==> src/rtl/hazard_pkg.sv <==
// -----------------------------------------------------------------------------
// hazard_pkg
// Shared types and constants for the hazard scoreboard.
//   sb_entry_t : one in-flight pipeline slot {v, wb, ld, dest}
//   SB_DEPTH   : number of shadowed stages (EX, MEM, WB)
//   REG_ZERO   : hard-wired zero register, never a hazard source
// REG_FILE_ADDR_LEN normally comes from defines.v; a fallback of 5 is provided
// so this package also builds stand-alone.
// -----------------------------------------------------------------------------
`ifndef REG_FILE_ADDR_LEN
`define REG_FILE_ADDR_LEN 5
`endif

package hazard_pkg;

   localparam int unsigned SB_DEPTH  = 3;
   localparam int unsigned SB_DEST_W = `REG_FILE_ADDR_LEN;

   // Slot indices into the shadow array
   localparam int unsigned IDX_EX  = 0;
   localparam int unsigned IDX_MEM = 1;
   localparam int unsigned IDX_WB  = 2;

   localparam logic [SB_DEST_W-1:0] REG_ZERO = '0;

   typedef struct packed {
      logic                 v;     // slot holds a real instruction
      logic                 wb;    // instruction writes the register file
      logic                 ld;    // instruction is a load
      logic [SB_DEST_W-1:0] dest;  // destination register
   } sb_entry_t;

   localparam sb_entry_t SB_BUBBLE = '0;

   // An entry that will actually produce a register value
   function automatic logic sb_is_writer(input sb_entry_t e);
      return e.v & e.wb;
   endfunction

endpackage

==> src/rtl/hazard_scoreboard_sb_match.sv <==
// -----------------------------------------------------------------------------
// sb_match
// Combinational RAW comparator for one shadowed pipeline stage.
// Ports:
//   i_entry   : shadow entry of the stage being compared
//   i_src1    : first ID-stage source register
//   i_src2    : second ID-stage source register
//   i_two_src : ID instruction actually reads i_src2
//   o_m1      : entry produces i_src1
//   o_m2      : entry produces i_src2 (only when i_two_src)
// -----------------------------------------------------------------------------
module sb_match
   import hazard_pkg::*;
(
   input  sb_entry_t            i_entry,
   input  logic [SB_DEST_W-1:0] i_src1,
   input  logic [SB_DEST_W-1:0] i_src2,
   input  logic                 i_two_src,
   output logic                 o_m1,
   output logic                 o_m2
);

   logic w_live;

   // Only valid writers to a non-zero register can create a dependency
   assign w_live = i_entry.v & i_entry.wb & (i_entry.dest != REG_ZERO);

   assign o_m1 = w_live & (i_entry.dest == i_src1);
   assign o_m2 = w_live & i_two_src & (i_entry.dest == i_src2);

endmodule

==> src/rtl/hazard_scoreboard.sv <==
// -----------------------------------------------------------------------------
// hazard_scoreboard
// Stall-decision side of the controller: shadows the EX/MEM/WB destination
// registers and raises hazard_detected on a read-after-write conflict with the
// instruction currently in ID.
// Build option: define HAZARD_FORWARDING_EN when forwarding paths exist; then
// only a load-use dependency on EX stalls (one cycle).
// Ports:
//   clk, rst        : clock (rising edge), asynchronous active-high reset
//   id_valid        : ID holds a real instruction
//   id_src1/id_src2 : ID source registers; id_two_src says src2 is read
//   id_dest         : ID destination register
//   id_wb_en        : ID instruction writes the register file
//   id_mem_r_en     : ID instruction is a load
//   hazard_detected : combinational stall request for IF/ID this cycle
//   inflight_cnt    : number of valid writers in EX/MEM/WB
//   stall_cnt       : saturating count of stalled cycles
// REG_ADDR_W is expected to equal hazard_pkg::SB_DEST_W.
// -----------------------------------------------------------------------------
module hazard_scoreboard
   import hazard_pkg::*;
#(
   parameter int unsigned STALL_CNT_W = 16,
   parameter int unsigned REG_ADDR_W  = `REG_FILE_ADDR_LEN
) (
   input  logic                   clk,
   input  logic                   rst,
   input  logic                   id_valid,
   input  logic [REG_ADDR_W-1:0]  id_src1,
   input  logic [REG_ADDR_W-1:0]  id_src2,
   input  logic                   id_two_src,
   input  logic [REG_ADDR_W-1:0]  id_dest,
   input  logic                   id_wb_en,
   input  logic                   id_mem_r_en,
   output logic                   hazard_detected,
   output logic [1:0]             inflight_cnt,
   output logic [STALL_CNT_W-1:0] stall_cnt
);

   sb_entry_t r_shadow [SB_DEPTH];
   sb_entry_t w_issue;

   logic [SB_DEST_W-1:0]   w_src1;
   logic [SB_DEST_W-1:0]   w_src2;
   logic                   w_ex_m1;
   logic                   w_ex_m2;
   logic                   w_mem_m1;
   logic                   w_mem_m2;
   logic                   w_ex_hit;
   logic                   w_mem_hit;
   logic [STALL_CNT_W-1:0] r_stall_cnt;
   logic                   w_unused;

   assign w_src1 = SB_DEST_W'(id_src1);
   assign w_src2 = SB_DEST_W'(id_src2);

   sb_match u_match_ex (
      .i_entry   (r_shadow[IDX_EX]),
      .i_src1    (w_src1),
      .i_src2    (w_src2),
      .i_two_src (id_two_src),
      .o_m1      (w_ex_m1),
      .o_m2      (w_ex_m2)
   );

   sb_match u_match_mem (
      .i_entry   (r_shadow[IDX_MEM]),
      .i_src1    (w_src1),
      .i_src2    (w_src2),
      .i_two_src (id_two_src),
      .o_m1      (w_mem_m1),
      .o_m2      (w_mem_m2)
   );

   assign w_ex_hit  = w_ex_m1 | w_ex_m2;
   assign w_mem_hit = w_mem_m1 | w_mem_m2;

   // WB never stalls: the register file writes before it reads in a cycle.
`ifdef HAZARD_FORWARDING_EN
   // Only a load still in EX has no value to forward yet.
   assign hazard_detected = id_valid & w_ex_hit & r_shadow[IDX_EX].ld;
   assign w_unused = ^{w_mem_hit, r_shadow[IDX_MEM].ld, r_shadow[IDX_WB].ld,
                       r_shadow[IDX_WB].dest};
`else
   assign hazard_detected = id_valid & (w_ex_hit | w_mem_hit);
   assign w_unused = ^{r_shadow[IDX_EX].ld, r_shadow[IDX_MEM].ld, r_shadow[IDX_WB].ld,
                       r_shadow[IDX_WB].dest};
`endif

   // A stalled or empty ID slot enters EX as a bubble, so a stalled
   // instruction is re-evaluated every cycle as its producer moves on.
   always_comb begin
      w_issue = SB_BUBBLE;
      if (id_valid && !hazard_detected) begin
         w_issue.v    = 1'b1;
         w_issue.wb   = id_wb_en;
         w_issue.ld   = id_mem_r_en;
         w_issue.dest = SB_DEST_W'(id_dest);
      end
   end

   always_ff @(posedge clk or posedge rst) begin
      if (rst) begin
         r_shadow[IDX_EX]  <= SB_BUBBLE;
         r_shadow[IDX_MEM] <= SB_BUBBLE;
         r_shadow[IDX_WB]  <= SB_BUBBLE;
      end else begin
         r_shadow[IDX_WB]  <= r_shadow[IDX_MEM];
         r_shadow[IDX_MEM] <= r_shadow[IDX_EX];
         r_shadow[IDX_EX]  <= w_issue;
      end
   end

   // Saturating: holds at all-ones instead of wrapping
   always_ff @(posedge clk or posedge rst) begin
      if (rst) begin
         r_stall_cnt <= '0;
      end else if (hazard_detected && (r_stall_cnt != '1)) begin
         r_stall_cnt <= r_stall_cnt + 1'b1;
      end
   end

   assign stall_cnt = r_stall_cnt;

   assign inflight_cnt = {1'b0, sb_is_writer(r_shadow[IDX_EX])}
                       + {1'b0, sb_is_writer(r_shadow[IDX_MEM])}
                       + {1'b0, sb_is_writer(r_shadow[IDX_WB])};

endmodule

==> config.mk <==
export PLATFORM = sky130hd
export DESIGN_NAME = hazard_scoreboard
export DESIGN_NICKNAME = d
export VERILOG_FILES = /design/src/rtl/hazard_pkg.sv /design/src/rtl/hazard_scoreboard_sb_match.sv /design/src/rtl/hazard_scoreboard.sv
export SDC_FILE = /design/constraint.sdc
export NUM_CORES = 1
export LEC_CHECK = 0
export ABC_AREA = 0
export BUFFER_PORTS_ARGS = -buffer_cell sky130_fd_sc_hd__buf_4
export CAP_MARGIN = 15
export CORE_ASPECT_RATIO = 0.5
export CORE_UTILIZATION = 47
export CTS_CLUSTER_SIZE = 14
export DETAILED_ROUTE_END_ITERATION = 12
export PLACE_DENSITY = 0.75
export SLEW_MARGIN = 20
export SYNTH_ARGS = -nofsm -noshare
export SYNTH_HDL_FRONTEND = slang
export SYNTH_SLANG_ARGS = --single-unit
==> constraint.sdc <==
create_clock -name clk -period 1.64 [get_ports clk]
set_input_delay 0.164 -clock clk [delete_from_list [all_inputs] [get_ports clk]]
set_output_delay 0.164 -clock clk [all_outputs]
set_load 0.005 [all_outputs]
# --- After elaboration in Yosys (flattened, before gate mapping) ---
# Cells that the tools add are included.
word_totals:
  word_cells: 38
  reg_bits: 32
  in_bits: 21
  out_inout_bits: 19
classes:
  eq_ne: 5
  n_mux: 1
  addsub: 3
  n_reduce_logical: 5
  n_bitwise: 15
ops:
  columns: ["cell", "n"]
  rows:
  - ["equality test 5 bit", 4]
  - ["adder 16 x 1 -> 16 bit (second input constant)", 1]
  - ["!= test 16 bit (second input constant)", 1]
  - ["bitwise AND 1 bit", 12]
  - ["nonzero test 5 bit", 2]
  - ["2-to-1 mux 8 bit", 1]
  - ["OR 1 bit", 3]
  - ["adder 1 x 1 -> 2 bit", 1]
  - ["adder 2 x 1 -> 2 bit", 1]
  - ["logical AND 1 bit", 2]
  - ["logical NOT 1 bit", 1]

# --- Longest topological paths before layout ---
# Gate-level depths: netlist (run 1).
depth:
  ltp_word: 10
  ltp_mapped: 7
  mapped_depth_nobuf: 6

# --- By module ---
# A second synthesis (run 1) with hierarchy kept.
unflattened:
  cells_unflattened: 139
  hier_area_um2: 1630.3
by_module_without_submodules:
  columns: ["mod", "seq_area_each_um2", "cells_per_inst", "area_per_inst_um2", "instances"]
  rows:
  - ["hazard_scoreboard", 850.8, 105, 1362.6, 1]
  - ["sb_match", 0.0, 17, 133.9, 2]

# --- Worst setup path after synthesis (run 1) ---
# No wires, ideal clock.
synth_path:
  path_kind: "register -> register"
  startpoint: "register r_shadow[20] (netlist bit)"
  endpoint: "register r_stall_cnt[1], in the netlist stall_cnt[1]"
  path_stages_with_launch: 7
  arrival_ps: 1573
  path_slack_ps: -58
  setup_ps: 125
  n_path_buf: 0
  required_ps: 1515
  synth_period_minus_slack_ps: 1698
  path_cell_list: "dfrtp_1 xnor2_1 nand3_1 o22ai_2 a32oi_4 nor2_1 mux2_2"
synth_between:
  elab_chain_len: 8
  word_cells_on_any_way: 11
  cone_classes: "eq/ne (2); bitwise (7); reduce/logical (2)"
synth_rtl:
  columns: ["element", "line", "source"]
  rows:
  - ["start: declaration", "hazard_scoreboard.sv:40", "sb_entry_t r_shadow [SB_DEPTH];"]
  - ["start signal: indexed assignment", "hazard_scoreboard.sv:108", "r_shadow[IDX_WB] <= r_shadow[IDX_MEM];"]
  - ["start signal: indexed assignment", "hazard_scoreboard.sv:109", "r_shadow[IDX_MEM] <= r_shadow[IDX_EX];"]
  - ["start signal: indexed assignment", "hazard_scoreboard.sv:110", "r_shadow[IDX_EX] <= w_issue;"]
  - ["nonzero test 5 bit", "hazard_scoreboard_sb_match.sv:26", "assign w_live = i_entry.v & i_entry.wb & (i_entry.dest != REG_ZERO);"]
  - ["bitwise AND 1 bit", "hazard_scoreboard_sb_match.sv:26", null]
  - ["bitwise AND 1 bit (2 in a row)", "hazard_scoreboard_sb_match.sv:29", "assign o_m2 = w_live & i_two_src & (i_entry.dest == i_src2);"]
  - ["OR 1 bit *", "hazard_scoreboard.sv:75", "assign w_ex_hit = w_ex_m1 | w_ex_m2;"]
  - ["OR 1 bit *", "hazard_scoreboard.sv:85", "assign hazard_detected = id_valid & (w_ex_hit | w_mem_hit);"]
  - ["bitwise AND 1 bit *", "hazard_scoreboard.sv:85", null]
  - ["logical AND 1 bit *", "hazard_scoreboard.sv:118", "end else if (hazard_detected && (r_stall_cnt != '1)) begin"]
  - ["end signal: assignment", "hazard_scoreboard.sv:119", "r_stall_cnt <= r_stall_cnt + 1'b1;"]
  - ["end: declaration", "hazard_scoreboard.sv:51", "logic [STALL_CNT_W-1:0] r_stall_cnt;"]
# Every way passes the cells marked *; elsewhere a longest branch is shown, timed or not.
# A chain may end at the register's enable or synchronous reset.

# --- Final worst setup path (run 1) ---
layout_path:
  startpoint: "register r_shadow[17] (netlist bit)"
  endpoint: "register r_stall_cnt[12], in the netlist stall_cnt[12]"
# The elaborated chain is that of the path after synthesis.

==> results.sh, run 1 <==
export IMPL_status="finished, violations left"
export IMPL_violations="design-rule violations, negative setup slack"
export IMPL_grt_max_degree=33
export IMPL_num_vias=1292
export IMPL_yosys_area_share_simple_pct=21.6
export IMPL_first_iter_violations=74
export IMPL_dieHeight_um=43.2
export IMPL_r2r_cells=7
export IMPL_reg2reg_setup_slack_ns=-0.25
export IMPL_avgSynthCellArea_um2=11.6
export IMPL_fin_crit_ns=1.89
export IMPL_overflow=0
export IMPL_drive_gt1_share_pct=48.1
export IMPL_netlist_instances=138
export IMPL_hold_viol_final=0
export IMPL_grt_pass1_wl_um=6080
export IMPL_grtUsageTotal_pct=22.6
export IMPL_synth_area_mux_share_pct=0.706
export IMPL_root_buffer="clkbuf_8"
export IMPL_cts_htree_levels=2
export IMPL_rsz0062_at_grt="true"
export IMPL_synthAdderAreaFrac_pct=2.04
export IMPL_numCtsBuffers=5
export IMPL_slew_violations=0
export IMPL_chipWidth_um=84.4
export IMPL_synth_top_family_by_area="simple AND/OR/NAND/NOR gates"
export IMPL_end_kind="register"
export IMPL_tritoncts="yes"
export IMPL_seqPwrFrac_pct=45.1
export IMPL_powerDensity_nw_per_um2=770
export IMPL_fillers=191
export IMPL_fin_worst_skew_ns=0.00943
export IMPL_synth_top_area_cell="dfrtp_1"
export IMPL_sw_frac_of_total_pct=24.9
export IMPL_viasPerCell=5.13
export IMPL_pwr_share_clk_pct=42.0
export IMPL_drv_cap=0
export IMPL_drc=9
export IMPL_worstMarginPinSlew_ns=0.449
export IMPL_area_growth_pct=53.5
export IMPL_initial_core_util_pct=51.1
export IMPL_final_nets=234
export IMPL_hold_class="in2reg"
export IMPL_clk_path_buf_depth=2
export IMPL_ioPinCount=40
export IMPL_crit_fanout=5
export IMPL_worstSkewPairLatency_ns=0.29
export IMPL_synth_cell_types=30
export IMPL_ant_nets=0
export IMPL_core_um2=3120
export IMPL_synth_seq_cells=32
export IMPL_arrival_ns=2.10
export IMPL_synth_xor_area_share_pct=19.2
export IMPL_gp_congestion=0.794
export IMPL_setup_slack_ns=-0.252
export IMPL_holdPathEnd="r_shadow[18]"
export IMPL_post_drt_wl_per_cell_um=15.6
export IMPL_clk_pin_slew_worst_paths_ns=0.08
export IMPL_p_switching_w=0.000470
export IMPL_holdPathStages=2
export IMPL_reg2reg_to="stall_cnt[12]"
export IMPL_ir_worst_vdd_mv=0.536
export IMPL_worstHoldStart="id_dest[2]"
export IMPL_yosys_top_cells_area="dfrtp_1 (50%), xnor2_1 (11%), xor2_1 (8.2%)"
export IMPL_fmax_mhz=529
export IMPL_port_buffers=38
export IMPL_r2r_start="r_shadow[17]"
export IMPL_combPwrFrac_pct=12.9
export IMPL_antenna_found_initial=0
export IMPL_grt_pass1_vias=1300
export IMPL_antennaDiodeCount=0
export IMPL_synth_compound_area_share_pct=4.55
export IMPL_placed_cell_area_um2=2100
export IMPL_ys_warnings_count=0
export IMPL_die_area_um2=3640
export IMPL_wl_um=3920
export IMPL_slew_headroom_pct=70.0
export IMPL_syn_area_um2=1590
export IMPL_design_area_um2=2450
export IMPL_power_internal_w=0.00141
export IMPL_finalCritPeriodShare_pct=115
export IMPL_syn_nets=161
export IMPL_yosys_area_top_type_share_pct=50.2
export IMPL_cts_sinks=32
export IMPL_worstSetupStartpointType="register"
export IMPL_place_ws_ns=-0.283
export IMPL_p_total_w=0.00188
export IMPL_detail_route_first_pass_iterations=8
export IMPL_core_rowCount=14
export IMPL_required_ns=1.85
export IMPL_hold_ws_ns=0.104
export IMPL_power_leakage_nw=1.22
export IMPL_setup_viol=18
export IMPL_startpoint="r_shadow[17]"
export IMPL_critPathKind="reg2reg"
export IMPL_ys_seq_area_share_pct=50.2
export IMPL_dpl_hpwl_um=2450
## logic make-up after synthesis
| group | Yosys count |
|---|---|
| AOI/OAI and AO/OA | 7 |
| xor gates and xnor gates | 35 |
| adders and majority gates | 2 |
| buffers and inverters | 5 |
| DFF | 32 |
| muxes | 1 |
| and+or+nand+nor | 56 |
## critical path, cell delays in order (launching register included)
cell and delay, ns:
dfrtp_1 0.43, xnor2_1 0.19, nand2_1 0.08, o22ai_2 0.25, a32oi_4 0.18, clkbuf_4 0.22, nor4b_4 0.29, xor2_1 0.17
## flip-flops by register name, indices dropped and copies added (netlist names)
name and count:
stall_cnt 16, r_shadow 16
## final cells by class
class                   instances  area [µm²]  area share (%)
flip-flops and latches         32         801            32.7
inverters                       4        15.0           0.614
clock inverters                 3        46.3            1.89
well taps                      40        50.0            2.05
repair buffers                 67         544            22.3
multi-input cells             101         921            37.6
clock buffers                   5        68.8            2.81
## routing by layer
layer / global-route usage, % / vias up / share of wire (%)
met5: 0 / - / 0
met2: 38.0 / 33 / 50
met4: 10.5 / 0 / 3.2
met1: 28.1 / 628 / 43
li1: - / 615 / -
met3: 5.64 / 16 / 3.4
## timing repair
| item | 4_1_cts | 5_1_grt |
|---|---|---|
| buffers inserted | 4 | 4 |
| endpoints found under the setup margin | 25 | 25 |
| resized for setup | 26 | 7 |
| endpoints found under the hold margin | 32 | 0 |
| pin swaps | 14 | 12 |
| cloned | 1 | 0 |
| hold buffers | 1 | 0 |
## through the flow
stage,std cells,util [%],setup TNS [ns]
global route,252,78.5,-4.47
finish,252,78.5,-2.82
global placement,237,67.2,-3.04
CTS,251,76.6,-2.79
detailed placement,237,67.2,-3.91
floorplan,138,-,0
## synth_stat cells, drive strengths merged
| cell type | count |
|---|---|
| o22ai | 2 |
| or2 | 1 |
| nor2 | 6 |
| nand3 | 6 |
| nor3b | 2 |
| nand2 | 14 |
| and2 | 3 |
| inv | 4 |
| xnor2 | 20 |
| fa | 1 |
| a22oi | 1 |
| a32oi | 1 |
| a21oi | 2 |
| nand4 | 2 |
| buf | 1 |
| o2111ai | 1 |
| xor2 | 15 |
| and4 | 1 |
| nor4 | 2 |
| nor4b | 4 |
| and3 | 8 |
| dfrtp | 32 |
| mux2 | 1 |
| nor3 | 7 |
| ha | 1 |
## cell usage in the layout (no fill, tap or decap), types with 2 or more instances in the layout
cell,n
nor4b_4,3
nor3_2,5
buf_4,57
and3_1,7
nor3b_2,2
buf_6,7
nor2_1,3
nor4_4,2
xor2_1,15
xnor2_1,20
nand4_1,2
clkbuf_8,5
dfrtp_1,32
nand3_1,6
nand2_1,13
inv_1,4
and2_1,2
## power groups by stage
stage,registers [W],logic [W],clock network (W)
2_1_floorplan,0.000864,0.0000988,0
3_3_place_gp,0.000859,0.000210,0
3_5_place_dp,0.000861,0.000215,0
4_1_cts,0.000847,0.000234,0.000785
5_1_grt,0.000854,0.000265,0.000835
6_report,0.000849,0.000243,0.000791
## worst max-delay path by stage
stage	endpoint	depth (start not counted)
6_report	stall_cnt[12]	7
5_1_grt	stall_cnt[12]	7
4_1_cts	stall_cnt[15]	8
3_5_place_dp	stall_cnt[15]	7
3_3_place_gp	stall_cnt[11]	7
2_1_floorplan	stall_cnt[4]	7
No activity file was read; power rests on OpenSTA's default activity.
==> run 2: changes to the inputs <==
--- a/config.mk
+++ b/config.mk
@@ -8,7 +8,6 @@
 export ABC_AREA = 0
 export BUFFER_PORTS_ARGS = -buffer_cell sky130_fd_sc_hd__buf_4
 export CAP_MARGIN = 15
-export CORE_ASPECT_RATIO = 0.5
 export CORE_UTILIZATION = 47
 export CTS_CLUSTER_SIZE = 14
 export DETAILED_ROUTE_END_ITERATION = 12
==> run 2 against run 1 <==
  * The run ends with negative setup slack left
  * Sequential share of layout area shrank 2.2 points
  * Routed wire length rose by 25%
  * Critical path depth grew 1
  * Cell count is 7.5% higher
==> results.sh, run 2 (synthesis results as in run 1) <==
export IMPL_multiInputGateArea_um2=1030
export IMPL_ant_nets=0
export IMPL_fmax_mhz=522
export IMPL_drive_gt1_share_pct=60.4
export IMPL_worstSetupStartpointType="register"
export IMPL_fin_worst_skew_ns=0.0115
export IMPL_clk_path_buf_depth=2
export IMPL_worstHoldStart="id_dest[0]"
export IMPL_wl_um=4890
export IMPL_dpl_cell_count=242
export IMPL_placed_cell_area_um2=2110
export IMPL_initial_core_util_pct=51.0
export IMPL_area_growth_pct=64.8
export IMPL_arrival_ns=2.18
export IMPL_end_kind="register"
export IMPL_worstSkewPairLatency_ns=0.34
export IMPL_final_common_cell="buf_4"
export IMPL_num_vias=1414
export IMPL_core_rowCount=20
export IMPL_slew_violations=0
export IMPL_grt_pass1_wl_um=6600
export IMPL_reg2reg_setup_slack_ns=-0.28
export IMPL_gp_congestion=0.805
export IMPL_grt_pass1_vias=1409
export IMPL_setup_viol=25
export IMPL_first_iter_violations=42
export IMPL_status="finished, violations left"
export IMPL_rsz0062_at_grt="true"
export IMPL_hold_viol_final=0
export IMPL_overflow=0
export IMPL_fillers=160
export IMPL_viasPerCell=5.22
export IMPL_port_buffers=38
export IMPL_fin_cells=271
export IMPL_grt_max_degree=33
export IMPL_slew_headroom_pct=72.3
export IMPL_cts_htree_levels=2
export IMPL_seqCellArea_um2=803
export IMPL_cts_sinks=32
export IMPL_fin_crit_ns=1.92
export IMPL_r2r_start="r_shadow[9]"
export IMPL_clk_pin_slew_worst_paths_ns=0.10
export IMPL_ir_worst_vdd_mv=0.616
export IMPL_antenna_found_initial=0
export IMPL_post_drt_wl_per_cell_um=18.1
export IMPL_chipWidth_um=60.2
export IMPL_startpoint="r_shadow[9]"
export IMPL_dpl_hpwl_um=2640
export IMPL_drc=0
export IMPL_numCtsBuffers=5
export IMPL_root_buffer="clkbuf_4"
export IMPL_final_nets=249
export IMPL_setup_slack_ns=-0.276
export IMPL_ioPinCount=40
export IMPL_dieHeight_um=60.2
export IMPL_core_um2=3130
export IMPL_finalCritPeriodShare_pct=117
export IMPL_die_area_um2=3630
export IMPL_powerDensity_nw_per_um2=615
export IMPL_violations="negative setup slack"
export IMPL_tritoncts="yes"
export IMPL_antennaDiodeCount=0
export IMPL_required_ns=1.90
export IMPL_mostFrequentLayoutCells="buf_4 (71), dfrtp_1 (30), xnor2_1 (16)"
export IMPL_detail_route_first_pass_iterations=4
export IMPL_hold_class="in2reg"
export IMPL_critPathKind="reg2reg"
export IMPL_crit_fanout=7
export IMPL_design_area_um2=2630
export IMPL_worstMarginPinSlew_ns=0.416
export IMPL_grtUsageTotal_pct=25.8
export IMPL_power_leakage_nw=1.32
export IMPL_drv_cap=0
## run 2: changes by cell type in the layout (fill, tap and decap cells not counted), sizes merged
cell,change
buf,+16
clkinvlp,-1
inv,-1
clkinv,+2
bufinv,-1
## run 2: layout make-up
cell class | count | area share, %
Clock buffer | 6 | 1.95
Clock inverter | 2 | 0.381
Inverter | 4 | 0.571
Multi-Input combinational cell | 101 | 39.1
Sequential cell | 32 | 30.6
Tap cell | 44 | 2.10
Timing Repair Buffer | 82 | 25.3
## run 2: worst max-delay path, cell delays in order, from the launching register on
cell and delay [ns]:
dfrtp_1 0.45, xnor2_1 0.22, nand4_1 0.15, o22ai_2 0.22
a32oi_4 0.11, buf_6 0.18, buf_6 0.12, nor4_4 0.21
xor2_1 0.19
## run 2: layer usage
layer	track usage, %	vias to the layer above	wire length [µm]
met5	0	-	0
met1	30.7	701	2000
met3	6.49	14	249
met4	10.6	0	132
li1	-	651	-
met2	44.1	48	2510
## run 2: path summary, 6_finish.rpt
check / endpoint / depth (start not counted)
worst max-delay path: stall_cnt[15] / 8
worst min-delay path: r_shadow[16] / 2
worst max register to register: stall_cnt[15] / 8
worst min register to register: r_shadow[6] / 0
max in group asynchronous: r_shadow[19] / 4
min in group asynchronous: stall_cnt[8] / 4
## run 2: repair_timing
item / in CTS / in global routing
endpoints found under the hold margin: 32 / 0
setup endpoints to repair: 25 / 26
hold buffers: 1 / 0
setup buffers: 8 / 12
pin swaps: 28 / 19
resized for setup: 41 / 17
## run 2: report_power, final
part | leakage (nW) | switching, W | internal (W)
combinational | 0.854 | 0.000121 | 0.000159
sequential | 0.423 | 0.0000330 | 0.000820
clock | 0.0380 | 0.000278 | 0.000204
## run 2: metrics by stage
step                utilization (%)  total power [W]  setup TNS [ns]  setup slack, ns  hold slack (ns)
global placement               67.4          0.00107           -2.31           -0.221            0.273
floorplan                         -         0.000963               0           0.0158            0.280
global route                   84.0          0.00167           -6.61           -0.407           0.0809
finish                         84.0          0.00161           -3.74           -0.276           0.0979
detailed placement             67.4          0.00108           -3.23           -0.281            0.281
CTS                            78.3          0.00157           -1.85           -0.203           0.0588
